==> src/rtl/sr_bank_driver_pkg.sv <==
// sr_bank_driver_pkg
//   Shared definitions for the SR bank driver: default parameter values,
//   FSM state encoding and a counter-width helper.
package sr_bank_driver_pkg;

  localparam int DEF_WIDTH      = 8;
  localparam int DEF_SETTLE_CYC = 1;
  localparam int DEF_RETRIES    = 2;

  typedef enum logic [1:0] {
    ST_IDLE  = 2'd0,
    ST_DRIVE = 2'd1,
    ST_WAIT  = 2'd2
  } drv_state_e;

  // Bits needed to hold 0..max_val; never less than one bit so that a
  // zero-valued parameter still yields a legal vector.
  function automatic int cnt_width(input int max_val);
    if (max_val < 1) return 1;
    return $clog2(max_val + 1);
  endfunction

endpackage

==> src/rtl/sr_bank_driver_if.sv <==
// sr_bank_driver_if
//   Bundles the request handshake, the S/R pulse bus, the Q readback and the
//   status flags of the SR bank driver.
//   Ports (all members):
//     req_valid, req_data  request from control logic
//     req_ready            driver can accept
//     sr_s, sr_r           set/reset pulses to the SR flop bank
//     q_in                 Q readback from the bank
//     busy, done, err      status
//   modport slave  : the driver itself
//   modport master : everything around it (control logic plus the bank)
interface sr_bank_driver_if
  import sr_bank_driver_pkg::*;
#(
  parameter int WIDTH = DEF_WIDTH
);

  logic             req_valid;
  logic             req_ready;
  logic [WIDTH-1:0] req_data;
  logic [WIDTH-1:0] sr_s;
  logic [WIDTH-1:0] sr_r;
  logic [WIDTH-1:0] q_in;
  logic             busy;
  logic             done;
  logic             err;

  modport master (
    output req_valid, req_data, q_in,
    input  req_ready, sr_s, sr_r, busy, done, err
  );

  modport slave (
    input  req_valid, req_data, q_in,
    output req_ready, sr_s, sr_r, busy, done, err
  );

endinterface

==> src/rtl/sr_bank_driver_pulse_gen.sv <==
// sr_pulse_gen
//   Registered S/R pulse pair for a bank of WIDTH SR flops.  On load it
//   registers set pulses for bits that must go 0->1 and reset pulses for bits
//   that must go 1->0; on clear both vectors return to zero.
//   Ports:
//     clk, rst_n  clock, asynchronous active-low reset
//     load        register pulses computed from target/q
//     clear       drop both pulse vectors (wins over load)
//     target      word the bank should hold
//     q           current bank readback
//     s, r        registered set/reset pulses
module sr_pulse_gen
  import sr_bank_driver_pkg::*;
#(
  parameter int WIDTH = DEF_WIDTH
) (
  input  logic             clk,
  input  logic             rst_n,
  input  logic             load,
  input  logic             clear,
  input  logic [WIDTH-1:0] target,
  input  logic [WIDTH-1:0] q,
  output logic [WIDTH-1:0] s,
  output logic [WIDTH-1:0] r
);

  logic [WIDTH-1:0] diff;
  logic [WIDTH-1:0] s_next;
  logic [WIDTH-1:0] r_next;

  // r_next is additionally masked with ~s_next so that S=R=1 is impossible
  // by construction, even if the two expressions were ever edited apart.
  assign diff   = target ^ q;
  assign s_next = target & diff;
  assign r_next = ~target & diff & ~s_next;

  always_ff @(posedge clk or negedge rst_n) begin
    if (!rst_n) begin
      s <= '0;
      r <= '0;
    end else if (clear) begin
      s <= '0;
      r <= '0;
    end else if (load) begin
      s <= s_next;
      r <= r_next;
    end
  end

endmodule

==> src/rtl/sr_bank_driver.sv <==
// sr_bank_driver
//   Command side of a synchronous SR flop bank.  Accepts a target word on a
//   valid/ready handshake, drives one-cycle S/R pulses, waits SETTLE_CYC
//   cycles, compares the readback and retries up to RETRIES times before
//   flagging err.  A request that already matches the bank completes at once.
//   Ports:
//     clk    clock, rising edge
//     rst_n  asynchronous active-low reset
//     bus    sr_bank_driver_if.slave: req_valid/req_ready/req_data,
//            sr_s/sr_r pulses, q_in readback, busy/done/err status
module sr_bank_driver
  import sr_bank_driver_pkg::*;
#(
  parameter int WIDTH      = DEF_WIDTH,
  parameter int SETTLE_CYC = DEF_SETTLE_CYC,
  parameter int RETRIES    = DEF_RETRIES
) (
  input  logic             clk,
  input  logic             rst_n,
  sr_bank_driver_if.slave  bus
);

  localparam int SW = cnt_width(SETTLE_CYC);
  localparam int RW = cnt_width(RETRIES);

  drv_state_e       state, state_next;
  logic [WIDTH-1:0] target, target_next;
  logic [SW-1:0]    settle_cnt, settle_next;
  logic [RW-1:0]    retry_cnt, retry_next;
  logic             done_q, done_next;
  logic             err_q, err_next;

  logic             pulse_load;
  logic             pulse_clear;
  logic [WIDTH-1:0] pulse_word;
  logic [WIDTH-1:0] pulse_s;
  logic [WIDTH-1:0] pulse_r;

  logic             accept;
  logic             settled;
  logic             match;

  assign accept  = bus.req_valid && (state == ST_IDLE);
  // The counter reaches zero on the edge where it currently holds one; the
  // "<=" also covers a stray zero so the FSM can never stall in WAIT.
  assign settled = (settle_cnt <= SW'(1));
  assign match   = (bus.q_in == target);

  always_comb begin
    state_next  = state;
    target_next = target;
    settle_next = settle_cnt;
    retry_next  = retry_cnt;
    done_next   = 1'b0;
    err_next    = 1'b0;
    pulse_load  = 1'b0;
    pulse_clear = 1'b0;
    pulse_word  = target;

    case (state)
      ST_IDLE: begin
        if (accept) begin
          // target is not registered yet, so pulses come from req_data.
          target_next = bus.req_data;
          pulse_word  = bus.req_data;
          if (bus.req_data == bus.q_in) begin
            done_next = 1'b1;
          end else begin
            pulse_load = 1'b1;
            retry_next = '0;
            state_next = ST_DRIVE;
          end
        end
      end

      ST_DRIVE: begin
        pulse_clear = 1'b1;
        settle_next = SW'(SETTLE_CYC);
        state_next  = ST_WAIT;
      end

      ST_WAIT: begin
        if (!settled) begin
          settle_next = settle_cnt - SW'(1);
        end else begin
          settle_next = '0;
          if (match) begin
            done_next  = 1'b1;
            state_next = ST_IDLE;
          end else if (retry_cnt < RW'(RETRIES)) begin
            // Retry pulses come from the live readback, so an external
            // disturbance is corrected rather than re-driven blindly.
            retry_next = retry_cnt + RW'(1);
            pulse_load = 1'b1;
            state_next = ST_DRIVE;
          end else begin
            err_next   = 1'b1;
            state_next = ST_IDLE;
          end
        end
      end

      default: begin
        pulse_clear = 1'b1;
        state_next  = ST_IDLE;
      end
    endcase
  end

  always_ff @(posedge clk or negedge rst_n) begin
    if (!rst_n) begin
      state      <= ST_IDLE;
      target     <= '0;
      settle_cnt <= '0;
      retry_cnt  <= '0;
      done_q     <= 1'b0;
      err_q      <= 1'b0;
    end else begin
      state      <= state_next;
      target     <= target_next;
      settle_cnt <= settle_next;
      retry_cnt  <= retry_next;
      done_q     <= done_next;
      err_q      <= err_next;
    end
  end

  sr_pulse_gen #(
    .WIDTH (WIDTH)
  ) u_pulse_gen (
    .clk    (clk),
    .rst_n  (rst_n),
    .load   (pulse_load),
    .clear  (pulse_clear),
    .target (pulse_word),
    .q      (bus.q_in),
    .s      (pulse_s),
    .r      (pulse_r)
  );

  // Ready/busy decode straight from the state register so an async reset
  // updates them without waiting for a clock edge.
  assign bus.req_ready = (state == ST_IDLE);
  assign bus.busy      = (state != ST_IDLE);
  assign bus.done      = done_q;
  assign bus.err       = err_q;
  assign bus.sr_s      = pulse_s;
  assign bus.sr_r      = pulse_r;

endmodule
==> src/flat_wrapper.sv <==
// flat-port wrapper written by rule: the top's interface ports become plain ports
module sr_bank_driver_flat import sr_bank_driver_pkg::*;
#(
  parameter int WIDTH      = DEF_WIDTH,
  parameter int SETTLE_CYC = DEF_SETTLE_CYC,
  parameter int RETRIES    = DEF_RETRIES
)
  (clk, rst_n, bus_req_valid, bus_req_data, bus_q_in, bus_req_ready, bus_sr_s, bus_sr_r, bus_busy, bus_done, bus_err);
  sr_bank_driver_if #(.WIDTH(WIDTH)) bus_i ();
  input  logic clk;
  input  logic rst_n;
  input wire logic [$bits(bus_i.req_valid)-1:0] bus_req_valid;
  input wire logic [$bits(bus_i.req_data)-1:0] bus_req_data;
  input wire logic [$bits(bus_i.q_in)-1:0] bus_q_in;
  output wire logic [$bits(bus_i.req_ready)-1:0] bus_req_ready;
  output wire logic [$bits(bus_i.sr_s)-1:0] bus_sr_s;
  output wire logic [$bits(bus_i.sr_r)-1:0] bus_sr_r;
  output wire logic [$bits(bus_i.busy)-1:0] bus_busy;
  output wire logic [$bits(bus_i.done)-1:0] bus_done;
  output wire logic [$bits(bus_i.err)-1:0] bus_err;
  assign bus_i.req_valid = bus_req_valid;
  assign bus_i.req_data = bus_req_data;
  assign bus_i.q_in = bus_q_in;
  assign bus_req_ready = bus_i.req_ready;
  assign bus_sr_s = bus_i.sr_s;
  assign bus_sr_r = bus_i.sr_r;
  assign bus_busy = bus_i.busy;
  assign bus_done = bus_i.done;
  assign bus_err = bus_i.err;
  sr_bank_driver #(.WIDTH(WIDTH), .SETTLE_CYC(SETTLE_CYC), .RETRIES(RETRIES)) u_core (.clk(clk), .rst_n(rst_n), .bus(bus_i));
endmodule
==> config.mk <==
export PLATFORM = sky130hd
export DESIGN_NAME = sr_bank_driver_flat
export DESIGN_NICKNAME = d
export VERILOG_FILES = /design/src/rtl/sr_bank_driver_pkg.sv /design/src/rtl/sr_bank_driver_if.sv /design/src/rtl/sr_bank_driver_pulse_gen.sv /design/src/rtl/sr_bank_driver.sv /design/src/flat_wrapper.sv
export SDC_FILE = /design/constraint.sdc
export NUM_CORES = 1
export LEC_CHECK = 0
export ABC_AREA = 1
export CORE_AREA = 4 4 86 88
export DETAILED_ROUTE_END_ITERATION = 8
export DIE_AREA = 0 0 90 92
export GPL_TIMING_DRIVEN = 0
export REMOVE_ABC_BUFFERS = 1
export SETUP_SLACK_MARGIN = 0.3
export SYNTH_ARGS = -nofsm -noshare
export SYNTH_HDL_FRONTEND = slang
export SYNTH_SLANG_ARGS = --single-unit
==> constraint.sdc <==
create_clock -name clk -period 3.28 [get_ports clk]
set_clock_uncertainty 0.15 [all_clocks]
set_input_delay 0.656 -clock clk [delete_from_list [all_inputs] [get_ports clk]]
set_output_delay 0.656 -clock clk [all_outputs]
set_load 0.02 [all_outputs]
# ---- After elaboration in Yosys (flattened, before gate mapping)
# Cells that the tools add are included.
dict set report totals {
  regBits 31
  in_bits 19
  out_inout_bits 20
  elab_cells 71
}
dict set report classes {
  addsub 2
  order_cmp 2
  eq_ne 10
  muxes 35
  bitwise 6
  reduce_logical 8
}
# operator count
set ops {}
lappend ops {{two-way mux 8 bit} 6}
lappend ops {{bitwise AND 8 bit} 3}
lappend ops {{two-way mux 2 bit} 9}
lappend ops {{== test 8 bit} 2}
lappend ops {{inverter 8 bit} 2}
lappend ops {{two-way mux 1 bit} 15}
lappend ops {{!= test 2 x 1 -> 1 bit (second input constant)} 4}
lappend ops {{bitwise XOR 8 bit} 1}
lappend ops {{case mux 1 bit (2 select lines)} 3}
lappend ops {{case mux 2 bit (3 select lines)} 1}
lappend ops {{AND reduction 6 bit} 1}
lappend ops {{nonzero test 2 bit} 3}
lappend ops {{!= test 2 bit (second input constant)} 2}
lappend ops {{case mux 2 bit (2 select lines)} 1}
lappend ops {{AND reduction 3 bit} 1}
lappend ops {{adder 2 x 1 -> 2 bit (second input constant)} 1}
lappend ops {{== test 2 x 1 -> 1 bit (second input constant)} 1}
lappend ops {{== test 2 bit (second input constant)} 1}
lappend ops {{logical NOT 2 bit} 1}
lappend ops {{less-than comparator 2 bit (second input constant)} 1}
lappend ops {{OR reduction 2 bit} 1}
lappend ops {{less-or-equal comparator 1 bit (second input constant)} 1}
lappend ops {{logical AND 1 bit} 1}
lappend ops {{subtractor 1 bit (second input constant)} 1}

# ---- Depth between registers and ports, before layout
# Gate-level depths: netlist (run 1).
dict set report depth {
  word_depth 10
  mapped_depth 12
  depth_no_buf 11
}

# ---- By module
# A second synthesis (run 1) with hierarchy kept.
dict set report hier_totals {
  cells_unflattened 197
  area_unflattened_um2 1595.3
}
# mod n_inst cells_each area_each_um2 seq_area_each_um2
set by_module_without_submodules {}
lappend by_module_without_submodules {sr_bank_driver 1 112 845.8 350.3}
lappend by_module_without_submodules {sr_pulse_gen 1 85 749.5 400.4}

# ---- Least setup slack after synthesis (run 1)
# No wires, ideal clock.
dict set report synth_timing {
  kind {input to register}
  startpoint {input bus_req_data[4]}
  endpoint {register u_core.u_pulse_gen.r[0]}
  setup_ps 118
  arrival_time_ps 1426
  required_time_ps 3012
  path_slack_ps 1586
  path_stages 11
  path_buffers 1
  path_cell_list {inv_1 -> nand2_1 -> nand2_1 -> nand2_1 -> nor2_1 -> nand2_1 -> nand2_4 -> nand2_4 -> buf_6 -> nand3_1 -> nand2_1}
}
dict set report synth_between {
  elab_chain_cells 5
}
# item line
set synth_rtl {}
lappend synth_rtl {{from (decl)} flat_wrapper.sv:13} ;# input wire logic [$bits(bus_i.req_data)-1:0] bus_req_data;
lappend synth_rtl {{== test 8 bit} sr_bank_driver.sv:66} ;# if (bus.req_data == bus.q_in) begin
lappend synth_rtl {{two-way mux 1 bit} sr_bank_driver.sv:66}
lappend synth_rtl {{two-way mux 1 bit} sr_bank_driver.sv:62} ;# if (accept) begin
lappend synth_rtl {{case mux 1 bit (2 select lines)} sr_bank_driver.sv:60} ;# case (state)
lappend synth_rtl {{!= test 2 x 1 -> 1 bit (no source line)} n/a}
lappend synth_rtl {{to (signal assigned)} sr_bank_driver_pulse_gen.sv:46} ;# r <= r_next;
lappend synth_rtl {{to (decl)} sr_bank_driver_pulse_gen.sv:24} ;# output logic [WIDTH-1:0] r
# Every way passes these cells.
# A chain may end at the register's enable or synchronous reset.

# ---- Worst setup path in the final report (run 1)
dict set report layout_timing {
  startpoint {register u_core.state[0]}
  endpoint {output bus_req_ready}
}
dict set report layout_between {
  elab_chain_cells 1
}
# item line
set layout_rtl {}
lappend layout_rtl {{from (decl)} sr_bank_driver.sv:26} ;# drv_state_e state, state_next;
lappend layout_rtl {{from (signal assigned)} sr_bank_driver.sv:119} ;# state <= state_next;
lappend layout_rtl {{logical NOT 2 bit} sr_bank_driver.sv:143} ;# assign bus.req_ready = (state == ST_IDLE);
lappend layout_rtl {{to (decl)} flat_wrapper.sv:15} ;# output wire logic [$bits(bus_i.req_ready)-1:0] bus_req_ready;
# Every way passes these cells.

==> results.toml, run 1 <==
[synth]
ys_seq_area_frac = 0.465
synth-compound-area-share = 0.0357
synth_top_family_by_area = "simple AND/OR/NAND/NOR gates"
synth-xor-area-share = 0.0488
yosys.area.top_type_share = 0.465
synth_area_leaders = "dfrtp_1 (47%), nand2_1 (17%), nand4_1 (6.2%)"
synth_area_per_cell_um2 = 7.84
syn-cell-area_um2 = 1610
netlist_instances = 206
yosysTopAreaCell = "dfrtp_1"
ys_seq_elements = 30
yosysWarningCount = 0
synth.distinct_cells = 21
yosys.area_share.simple = 0.364
synth_mux_area_frac = 0
synth_fa_ha_area_frac = 0

[clock_tree]
cts_htree_levels = 2
clockBufferDepth = 2
cts_made_buffers = 5
ctsResizeCount = 0
numClockSinks = 30
clock_latency_ns = 0.28
postCtsSetupRepairBufs = 0
clk_pin_slew_worst_paths_ns = 0.07
cts_tree = "built"
cts-root-buf = "clkbuf_8"
cts_hold_buffers = 0

[die]
rows = 30
coreArea_um2 = 6640
die_h_um = 92
dieWidth_um = 90
die_area_um2 = 8280
start_util = 0.243
num_io_pins = 39

[global_route]
antenna_found_initial = 0
grt.overflow.total = 0
grt_max_degree = 34
first_global_vias = 1462
grt_pass1_wl_mm = 6.82
track_usage = 0.102

[min_path]
hold_class = "input port to async pin"

[routing]
first_iter_violations = 62
vias = 1395
route.detailed.drc = 0
wl_per_cell_um = 12.0
drt_wl_total_mm = 3.88
viasPerCell = 4.31
first_pass_iters = 4
ant_nets = 0

[cells_and_area]
instances_no_fill = 324
design_area_um2 = 2120
drive_gt1_frac = 0.102
n_antenna_cell = 0
area_delta_synth_final_pct = 31.3
fill_cells = 699
num-nets-final = 262

[placed_design]
place_inst = 316
postPlaceCellArea_um2 = 2030
portBuffers = 38
place_congestion = 0.716
hpwl_mm = 2.69

[sta]
max_slew_margin = 0.544
finalSetupTns_ns = 0
drv_slew = 0
hold_viol = 0
period_needed_ns = 2.28
max_freq_ghz = 0.438
fin_hold_ws_ns = 0.260
setup_viol = 0
tightest_slew_ns = 0.684
rsz0062_at_grt = "false"
min_period_over_period = 0.695

[flow_run]
drv_cap = 0

[run_status]
status = "completed"

[setup_path]
crit_fanout = 3
reg2reg_depth = 7
cp.required_ns = 2.47
end_kind = "output port"
cp-start-kind = "flip-flop"
cp.arrival_ns = 1.48
worstSetupPathType = "flip-flop to output port"

[power]
power.density_nw_per_um2 = 849
totalPowerFinal_w = 0.00180
p_leak_nw = 1.04
ir_drop_mv = 0.363
logic make-up after synthesis:
| logic type | count (synthesis) |
|---|---|
| AND/OR/NAND/NOR | 130 |
| XOR/XNOR | 9 |
| buffers and inverters | 28 |
| AO/OA/AOI/OAI | 9 |
| flip-flops | 30 |
sequential cells by signal, summed over array words and instances (netlist names):
name and count:
u_core.bus.done 1, u_core.bus.err 1, u_core.retry_cnt 2, u_core.state 2, u_core.target 8, u_core.u_pulse_gen.r 8, u_core.u_pulse_gen.s 8
through the flow:
stage          setup WS (ns)   util
2_1_floorplan           1.53      -
3_3_place_gp           0.723  0.306
3_5_place_dp           0.722  0.305
5_1_grt                0.873  0.319
4_1_cts                0.993  0.319
6_report               0.999  0.319
Yosys cell counts, drive strengths merged:
| cell type | instances |
|---|---|
| a21oi | 3 |
| dfrtp | 30 |
| nand4 | 16 |
| o22ai | 1 |
| and2 | 4 |
| nand3 | 16 |
| nor2 | 18 |
| xnor2 | 9 |
| o21ai | 5 |
| inv | 20 |
| buf | 8 |
| nand2 | 76 |
layout make-up:
class | count | area, um2 | share of cell area
clock buffers | 7 | 86.3 | 0.0407
clock inverters | 1 | 5.00 | 0.00236
inverters | 20 | 77.6 | 0.0366
multi-input cells | 148 | 724 | 0.342
flip-flops and latches | 30 | 751 | 0.354
well taps | 80 | 100 | 0.0472
repair buffers | 38 | 375 | 0.177
path summary, 6_finish.rpt:
| check | slack, ns | to | from |
|---|---|---|---|
| worst max-delay path | 1.0 | bus_req_ready | u_core.state[0] |
| max in group asynchronous | 2.28 | u_core.u_pulse_gen.r[5] | rst_n |
| min in group clk | 0.32 | u_core.state[1] | u_core.state[1] |
| worst min register to register | 0.32 | u_core.state[1] | u_core.state[1] |
| worst min-delay path | 0.26 | u_core.state[1] | rst_n |
| worst max register to register | 1.13 | u_core.u_pulse_gen.s[3] | u_core.state[0] |
layout by cell type, fill, tap and decap left out, types with 2 or more instances in the layout:
cell and count:
a21oi_1 3, and2_1 3, clkbuf_8 6, clkdlybuf4s50_1 37
dfrtp_1 30, inv_1 12, inv_2 7, nand2_1 71
nand2_2 2, nand2_4 3, nand3_1 16, nand4_1 16
nor2_1 17, o21ai_0 2, o21ai_2 3, xnor2_1 9
power by group:
part	total [W]	internal, W	switching [W]
clock network	0.000309	0.000169	0.000140
registers	0.000602	0.000512	0.0000897
logic	0.000888	0.000339	0.000549
total	0.00180	0.00102	0.000778
worst max-delay path, cell delays in order, from the launching register on:
cell and delay [ns]:
dfrtp_1 0.40, nor2_2 0.17, clkdlybuf4s50_1 0.63
per-layer routing:
metal  track usage  wire, um  vias up
li1              -         -      727
met1         0.129      1830      629
met2         0.159      1760       35
met3        0.0402       242        4
met4        0.0344        45        0
met5             0         0        -
(Power assumes the default switching activity.)
==> run 2: changes to the inputs <==
Clock period 3.28 ns to 2.1 ns, I/O delays scaled along.
==> results.toml, run 2 (synthesized netlist as in run 1, its figures left out) <==
[run_status]
status = "completed"

[setup_path]
cp-start-kind = "flip-flop"
worstSetupPathType = "flip-flop to output port"
cp.required_ns = 1.53
crit_fanout = 1
cp-startpoint = "u_core.bus.done"
cp_top_family = "buffers and inverters"
slowest_stage = "clkdlybuf4s50_1"
cp.arrival_ns = 1.20
worst-path-buf-inv = 1
cpPeakStageDelay_ns = 0.59
r2r-start = "u_core.state[0]"
crit_chain = "clkdlybuf4s50_1"
end_kind = "output port"

[global_route]
grt_max_degree = 34
antenna_found_initial = 0
grt_pass1_wl_mm = 6.96
first_global_vias = 1508
grt.overflow.total = 0
track_usage = 0.104

[cells_and_area]
reg.largest.list = "u_core.target: 8 flops, u_core.u_pulse_gen.r: 8 flops, u_core.u_pulse_gen.s: 8 flops"
num-nets-final = 269
design_area_um2 = 2230
instances_no_fill = 331
drive_gt1_frac = 0.159
n_antenna_cell = 0
final_common_cell = "nand2_1"
fill_cells = 704
multi_input_area_um2 = 764
area_delta_synth_final_pct = 38.3
mostFrequentLayoutCells = "nand2_1 (70), dfrtp_1 (29), dlygate4sd2_1 (20)"
seq_area_um2 = 752

[sta]
drv_slew = 0
rsz0062_at_grt = "true"
tightest_slew_ns = 0.675
setup_viol = 0
max_slew_margin = 0.550
hold_viol = 0
max_freq_ghz = 0.566
period_needed_ns = 1.77
min_period_over_period = 0.842

[routing]
drt_wl_total_mm = 3.92
vias = 1431
wl_per_cell_um = 11.8
first_iter_violations = 84
first_pass_iters = 4
route.detailed.drc = 0
ant_nets = 0
viasPerCell = 4.32

[clock_tree]
clock_latency_ns = 0.28
cts_hold_buffers = 0
clk_pin_slew_worst_paths_ns = 0.07
cts-root-buf = "clkbuf_8"
cts_tree = "built"
clockBufferDepth = 2
cts_htree_levels = 2
cts_made_buffers = 5
numClockSinks = 30

[placed_design]
place_inst = 316
postPlaceCellArea_um2 = 2030
hpwl_mm = 2.69
place_congestion = 0.716
portBuffers = 38

[die]
coreArea_um2 = 6640
die_area_um2 = 8280
die_h_um = 92
rows = 30
start_util = 0.243
dieWidth_um = 90
num_io_pins = 39

[power]
p_leak_nw = 1.21
ir_drop_mv = 0.504
power.density_nw_per_um2 = 1300
totalPowerFinal_w = 0.00291

[min_path]
hold_class = "input port to async pin"

[flow_run]
drv_cap = 0
-- run 2: cell types whose count changed in the layout (fill, tap and decap cells not counted), sizes merged --
cell and delta:
clkdlybuf4s50 -26, dlymetal6s2s +4, clkdlybuf4s15 +1, dlygate4sd2 +20, buf +7, clkbuf +1
-- run 2: path summary, 6_finish.rpt --
| path | endpoint | slack, ns | depth (start not counted) |
|---|---|---|---|
| worst max-delay path | bus_done | 0.33 | 1 |
| worst min-delay path | u_core.state[1] | 0.02 | 1 |
| worst max register to register | u_core.u_pulse_gen.s[7] | 0.42 | 8 |
| worst min register to register | u_core.state[1] | 0.37 | 1 |
| max in group asynchronous | u_core.state[0] | 1.30 | 1 |
| min in group clk | u_core.state[1] | 0.37 | 1 |
-- run 2: area by class of cell --
| type | count | share of cell area |
|---|---|---|
| Clock inverter | 1 | 0.00224 |
| Sequential cell | 30 | 0.337 |
| Multi-Input combinational cell | 148 | 0.342 |
| Timing Repair Buffer | 45 | 0.196 |
| Clock buffer | 7 | 0.0387 |
| Inverter | 20 | 0.0392 |
| Tap cell | 80 | 0.0448 |
-- run 2: where the power goes --
group	total [W]	switching, W	internal, W
registers	0.000954	0.000153	0.000802
clock network	0.000479	0.000215	0.000264
logic	0.00148	0.000911	0.000566
-- run 2: metrics by stage --
step | hold slack [ns] | setup WS [ns] | util | TNS, ns
6_report | 0.0247 | 0.332 | 0.336 | 0
2_1_floorplan | -0.0256 | 0.348 | - | 0
3_3_place_gp | 0.314 | -0.221 | 0.306 | -7.89
4_1_cts | 0.0492 | 0.299 | 0.328 | 0
5_1_grt | 0.0822 | 0.290 | 0.336 | 0
3_5_place_dp | 0.316 | -0.222 | 0.305 | -3.77
-- run 2: what timing repair did --
item,in CTS,in global routing
endpoints found under the setup margin,37,21
buffers inserted,5,2
gates resized for setup,27,18
pin swaps,4,2
-- run 2: metal layers --
metal | GRT usage | routed length, um
met4 | 0.0344 | 45
met3 | 0.0394 | 200
met1 | 0.131 | 1860
met5 | 0 | 0
met2 | 0.163 | 1810
